$ cat config.mk
export PLATFORM = sky130hd
export DESIGN_NAME = arb_mux_v2
export DESIGN_NICKNAME = d
export VERILOG_FILES = /design/src/rtl/mux_pkg.sv /design/src/rtl/rr_arbiter_v2.sv /design/src/rtl/arb_mux_v2.sv
export SDC_FILE = /design/constraint.sdc
export NUM_CORES = 1
export LEC_CHECK = 0
export CAP_MARGIN = 0
export CORE_UTILIZATION = 42
export DETAILED_ROUTE_END_ITERATION = 7
export PLACE_DENSITY = 0.87
export SLEW_MARGIN = 30
export SYNTH_ARGS = -nofsm -noshare
export SYNTH_HDL_FRONTEND = slang
export SYNTH_SLANG_ARGS = --single-unit
$ cat constraint.sdc
create_clock -name clk -period 4.93 [get_ports clk]
set_input_delay 0.493 -clock clk [delete_from_list [all_inputs] [get_ports clk]]
set_output_delay 0.493 -clock clk [all_outputs]
set_load 0.02 [all_outputs]
$ cat src/rtl/mux_pkg.sv
// Shared types and limits for the arb_mux_v2 channel multiplexer family.
// Pure declarations, no logic.
package mux_pkg;

  typedef enum logic {
    ARB_RR    = 1'b0,
    ARB_FIXED = 1'b1
  } arb_mode_e;

  localparam int MAX_CH = 16;

endpackage

$ cat src/rtl/rr_arbiter_v2.sv
// Combinational N-way arbiter: round-robin from ptr, or fixed lowest-index priority.
// Zero latency; grant depends only on req and ptr, never on payload.
module rr_arbiter_v2 import mux_pkg::*; #(
  parameter int        N    = 4,
  parameter arb_mode_e MODE = ARB_RR,
  localparam int       SW   = $clog2(N)
) (
  input  logic [N-1:0]  req,
  input  logic [SW-1:0] ptr,
  output logic [N-1:0]  grant,
  output logic [SW-1:0] grant_idx
);

  logic [SW:0] base;
  logic [SW:0] idx;
  logic        found;

  // Fixed priority is just a round-robin search that always starts at 0.
  assign base = (MODE == ARB_FIXED) ? '0 : {1'b0, ptr};

  always_comb begin
    grant     = '0;
    grant_idx = '0;
    found     = 1'b0;
    idx       = '0;
    for (int k = 0; k < N; k++) begin
      idx = base + (SW+1)'(k);
      if (idx >= (SW+1)'(N)) idx = idx - (SW+1)'(N);
      if (!found && req[idx[SW-1:0]]) begin
        found                 = 1'b1;
        grant[idx[SW-1:0]]    = 1'b1;
        grant_idx             = idx[SW-1:0];
      end
    end
  end

endmodule

$ cat src/rtl/arb_mux_v2.sv
// N-to-1 arbitrated mux into a single-entry output register; 1-cycle latency, full throughput.
// Backpressure: a held word with out_ready low blocks every in_ready until it drains.
module arb_mux_v2 import mux_pkg::*; #(
  parameter int        WIDTH = 32,
  parameter int        N     = 4,
  parameter arb_mode_e MODE  = ARB_RR,
  localparam int       SW    = $clog2(N)
) (
  input  logic                      clk,
  input  logic                      rst_n,
  input  logic [N-1:0]              in_valid,
  input  logic [N-1:0][WIDTH-1:0]   in_data,
  output logic [N-1:0]              in_ready,
  output logic                      out_valid,
  output logic [WIDTH-1:0]          out_data,
  output logic [SW-1:0]             out_sel,
  input  logic                      out_ready
);

  if (N < 2 || N > MAX_CH) begin : g_bad_n
    $error("arb_mux_v2: N out of range");
  end

  logic [N-1:0]  grant;
  logic [SW-1:0] grant_idx;
  logic [SW-1:0] ptr;
  logic          can_load;
  logic          in_xfer;

  rr_arbiter_v2 #(
    .N    (N),
    .MODE (MODE)
  ) u_arb (
    .req       (in_valid),
    .ptr       (ptr),
    .grant     (grant),
    .grant_idx (grant_idx)
  );

  assign can_load = !out_valid || out_ready;
  // Gated by rst_n so nothing is accepted on a reset edge.
  assign in_ready = (rst_n && can_load) ? grant : '0;
  assign in_xfer  = |in_ready;

  always_ff @(posedge clk) begin
    if (!rst_n) begin
      out_valid <= 1'b0;
      out_data  <= '0;
      out_sel   <= '0;
      ptr       <= '0;
    end else if (in_xfer) begin
      out_valid <= 1'b1;
      out_data  <= in_data[grant_idx];
      out_sel   <= grant_idx;
      if (MODE == ARB_RR) begin
        ptr <= (grant_idx == SW'(N-1)) ? '0 : grant_idx + 1'b1;
      end
    end else if (out_valid && out_ready) begin
      out_valid <= 1'b0;
    end
  end

endmodule
Word-level counts from Yosys, hierarchy flattened --
Cells that the tools add are included.
Cells by class: add/sub/neg operators 8, magnitude comparators 13, equal/unequal tests 1, muxes and demuxes 37, bitwise logic cells 3, reductions and logical operators 16
Operator list (count):
- binary-select mux 32 bit (select 2 bit) | 1
- 2-to-1 mux 32 bit | 1
- 2-to-1 mux 4 bit | 5
- 2-to-1 mux 2 bit | 9
- less-than comparator 2 x 3 -> 1 bit, second input constant | 5
- 2-to-1 mux 1 bit | 13
- OR 4 bit | 3
- greater-or-equal comparator 3 bit, second input constant | 3
- logical AND 1 bit | 9
- binary-select mux 1 bit (select 2 bit) | 4
- demux 1 bit (select 2 bit) | 4
- greater-or-equal comparator 2 x 1 -> 1 bit, second input constant | 4
- subtractor 2 x 1 -> 2 bit, second input constant | 4
- adder 2 x 2 -> 3 bit, second input constant | 2
- logical NOT 1 bit | 4
- OR reduction 4 bit | 1
- adder 2 x 1 -> 3 bit, second input constant | 1
- greater-or-equal comparator 2 x 3 -> 1 bit, second input constant | 1
- adder 2 x 1 -> 2 bit, second input constant | 1
- equality test 2 bit, second input constant | 1
- nonzero test 2 bit | 1
- logical OR 1 bit | 1
Word-level totals: register bits 37, output and inout bits 39, logic and storage cells 82

Logic depth before layout (Yosys ltp) --
word-level depth 17, depth in mapped cells 13

Cells and area by module --
Synthesis repeated with hierarchy kept, for this count alone.
Second synthesis, totals: cell total of the unflattened synthesis 266, area total of the unflattened synthesis 2735.1 um^2
Modules (own cells, without submodules):
- arb_mux_v2 | times used 1, cells each 218, area each 2296.0 um^2, sequential area each 740.7 um^2
- rr_arbiter_v2 | times used 1, cells each 48, area each 439.2 um^2, sequential area each 0.0 um^2

Worst setup path after synthesis --
OpenSTA, ideal clock, no wires.
path kind register -> register, from register ptr[0], to register ptr[1], data arrival time 3242 ps, slack 1602 ps, cell stages (with the launch flop) 12, path buffers 3, cell sequence dfxtp_1 clkbuf_1 inv_1 ha_1 buf_1 o21ai_0 nand2_1 a2111oi_1 clkbuf_1 xnor2_1 nor2_1 a211oi_1
On the way: word-level cells in the longest chain between the ends 16, elaborated cells on any way between the ends 68
Ends and longest elaborated chain:
- start: declaration | line arb_mux_v2.sv:26 | logic [SW-1:0] ptr;
- start signal: assignment | line arb_mux_v2.sv:56 | ptr <= (grant_idx == SW'(N-1)) ? '0 : grant_idx + 1'b1;
- branches (longest 16 deep; another with adder 2 x 1 -> 3 bit)
Several ways; the timed one is not identified. The select of a mux whose other input is x is not followed. A chain may end at the register's enable or synchronous reset.

Worst setup path after layout --
from register ptr[0], to register ptr[0]
Same word-level chain as after synthesis.

==> impl_metrics.json <==
{
  "die_h_um": 87.7,
  "pwr-share-comb": 0.764,
  "drt_first_pass_iters": 6,
  "drv_slew": 0,
  "hold_class": "reg2reg",
  "drive_gt1_frac": 0.0634,
  "finalClockSkew_ns": 0.00248,
  "slowest_delay_ns": 0.81,
  "synth_fp_nets": 533,
  "cpLargestDelayFamily": "compound AO/OA/AOI/OAI gates",
  "setup_violations": 0,
  "port_buffers": 173,
  "ys_seq_area_frac": 0.240,
  "path_cells": "inv_1 -> ha_1 -> mux4_2 -> a221o_1 -> a222oi_1 -> a31oi_4 -> buf_16 -> mux2_2 -> nor2_2",
  "final_antenna_net_count": 0,
  "die-area_um2": 7690,
  "rrSetupSlack_ns": 0.69,
  "synthArstFlopShare": 0,
  "final_cell_area_um2": 5000,
  "cts_htree_levels": 2,
  "path_buf_inv": 2,
  "outcome": "complete, no violations",
  "cp-end-kind": "register",
  "rsz0062_at_grt": "no",
  "clockPowerShare": 0.077,
  "power_leakage_nw": 1.81,
  "drt-initial-drc-count": 174,
  "powerDensity_nw_per_um2": 697,
  "fin_crit_ns": 4.24,
  "switching_share": 0.491,
  "pwr-share-seq": 0.159,
  "synth.area.top_cells": "dfxtp_1, a221oi_1, mux2i_1",
  "grt_use_total": 0.265,
  "n_antenna_cell": 0,
  "clk_latency_ns": 0.28,
  "holdWs_ns": 0.485,
  "num_vias": 3807,
  "gp_routability_congestion": 0.914,
  "wire_per_inst_um": 16.7,
  "grt_pass1_wl_um": 16400,
  "first_global_vias": 3621,
  "startpoint_type": "register",
  "core_um2": 6940,
  "clk_pin_slew_ns": 0.07,
  "wl_um": 10600,
  "worst_pin_slew_ns": 0.759,
  "worstPathMaxFanout": 26,
  "cts_buffers": 5,
  "fin_total_pwr_mw": 3.49,
  "dp_hpwl_um": 7640,
  "clockBufferDepth": 2,
  "path_class": "reg2reg",
  "placed_area_um2": 4850,
  "fin_nets": 677,
  "syn2layout_area_growth_pct": 62.1,
  "synth_ff_type": "dfxtp_1",
  "required_ns": 5.15,
  "rows": 30,
  "ys_ff_latch": 37,
  "crit_path_top_delay_cell": "dfxtp_1",
  "ios": 174,
  "synth_cell_types": 46,
  "yosysTopAreaCellShare": 0.240,
  "synth_top_area_cell": "dfxtp_1",
  "synth.avg_cell_area_um2": 7.89,
  "grt_max_degree": 68,
  "irDropWorstVdd_mv": 0.372,
  "ctsRootBufferMaster": "clkbuf_8",
  "initial_core_util": 0.444,
  "hold_buffers": 0,
  "via_per_inst": 6.02,
  "dieWidth_um": 87.7,
  "tns_ns": 0,
  "arrival_ns": 4.46,
  "fillers": 536,
  "antenna_found_initial": 0,
  "power.switching_mw": 1.71,
  "netlist_instances": 391,
  "synth_edf_count": 0,
  "cts_tree": "built",
  "cts_resized": 0,
  "cts.sinks": 37,
  "maxSlewHeadroom": 0.494,
  "final-hold-violation-count": 0,
  "p_int_mw": 1.77,
  "synth_warnings": 0,
  "overflow": 0,
  "cap_viol_max_count": 0,
  "clock.fmax_ghz": 0.236,
  "drc": 0,
  "post_cts_buffers": 0,
  "fin_crit_sh": 0.860,
  "syn-cell-area_um2": 3080
}
-- routing by layer --
metal / part of all wire / GRT usage / vias to the layer above
li1: - / - / 1841
met1: 0.39 / 0.294 / 1780
met2: 0.52 / 0.498 / 176
met3: 0.079 / 0.0726 / 10
met4: 0.012 / 0.0686 / 0
met5: 0 / 0 / -
-- final cells by class --
type	instances	area (um^2)	area share
Clock buffer	6	82.6	0.0165
Timing Repair Buffer	181	1820	0.365
Multi-Input combinational cell	307	2180	0.437
Inverter	3	11.3	0.00225
Tap cell	96	120	0.0240
Clock inverter	2	37.5	0.00751
Sequential cell	37	741	0.148
-- logic make-up (layout without fill, tap and decap cells) --
group | count (synthesis) | count (layout) | synth area share
adders and majority gates | 7 | 7 | 0.0284
and+or+nand+nor | 98 | 98 | 0.142
AOI/OAI and AO/OA | 161 | 161 | 0.380
buffers and inverters | 47 | 192 | 0.0641
muxes | 40 | 40 | 0.143
xor gates and xnor gates | 1 | 1 | 0.00284
DFF | 37 | 37 | 0.240
-- worst paths after layout --
path                                                end  cells after the start                    start
worst max-delay path                ptr[0]$_SDFFE_PN0P_                      9      ptr[0]$_SDFFE_PN0P_
worst min register to register  out_sel[0]$_SDFFE_PN0P_                      2  out_sel[0]$_SDFFE_PN0P_
worst min-delay path            out_sel[0]$_SDFFE_PN0P_                      2  out_sel[0]$_SDFFE_PN0P_
worst max register to register      ptr[0]$_SDFFE_PN0P_                      9      ptr[0]$_SDFFE_PN0P_
-- cells in the mapped netlist (all sizes together), types with 3 or more instances --
library cell  count
o22ai            32
mux4              3
clkbuf           32
a221oi           64
a221o             4
a21oi             6
ha                7
dfxtp            37
a211oi            3
nor2             72
nand2             9
mux2i            35
nand2b            4
buf              12
inv               3
o21ai            39
-- cell usage in the layout (no fill, tap or decap), types with 7 or more instances in the layout --
cell and count:
a221oi_1 64, clkdlybuf4s50_1 173, dfxtp_1 37, ha_1 7
mux2i_1 35, nand2_1 9, nor2_1 70, o21ai_0 16
o21ai_1 23, o22ai_1 32
-- per-stage QoR --
step | setup slack [ns] | util | instances
global placement | 0.961 | 0.698 | 623
detailed placement | 0.677 | 0.699 | 623
finish | 0.692 | 0.720 | 632
floorplan | 1.60 | - | 391
global route | 0.426 | 0.720 | 632
CTS | 0.657 | 0.716 | 631
-- power by group through the flow --
stage	registers, mW	logic [mW]	clock network [mW]
final	0.554	2.66	0.269
after global routing	0.575	2.89	0.291
after CTS	0.554	2.63	0.277
after detailed placement	0.558	2.62	0
after global placement	0.547	2.54	0
after floorplan	0.692	1.69	0
-- state kept, by name (all words and copies together), names as in the netlist --
signal,count
out_valid,1
ptr,2
out_data,32
out_sel,2
-- worst min-delay path, delay by kind of cell (launching register included) --
kind | cells | cell delay [ns]
flip-flops | 1 | 0.33
AND/OR/NAND/NOR | 2 | 0.13
No activity file was read; power rests on OpenSTA's default activity.
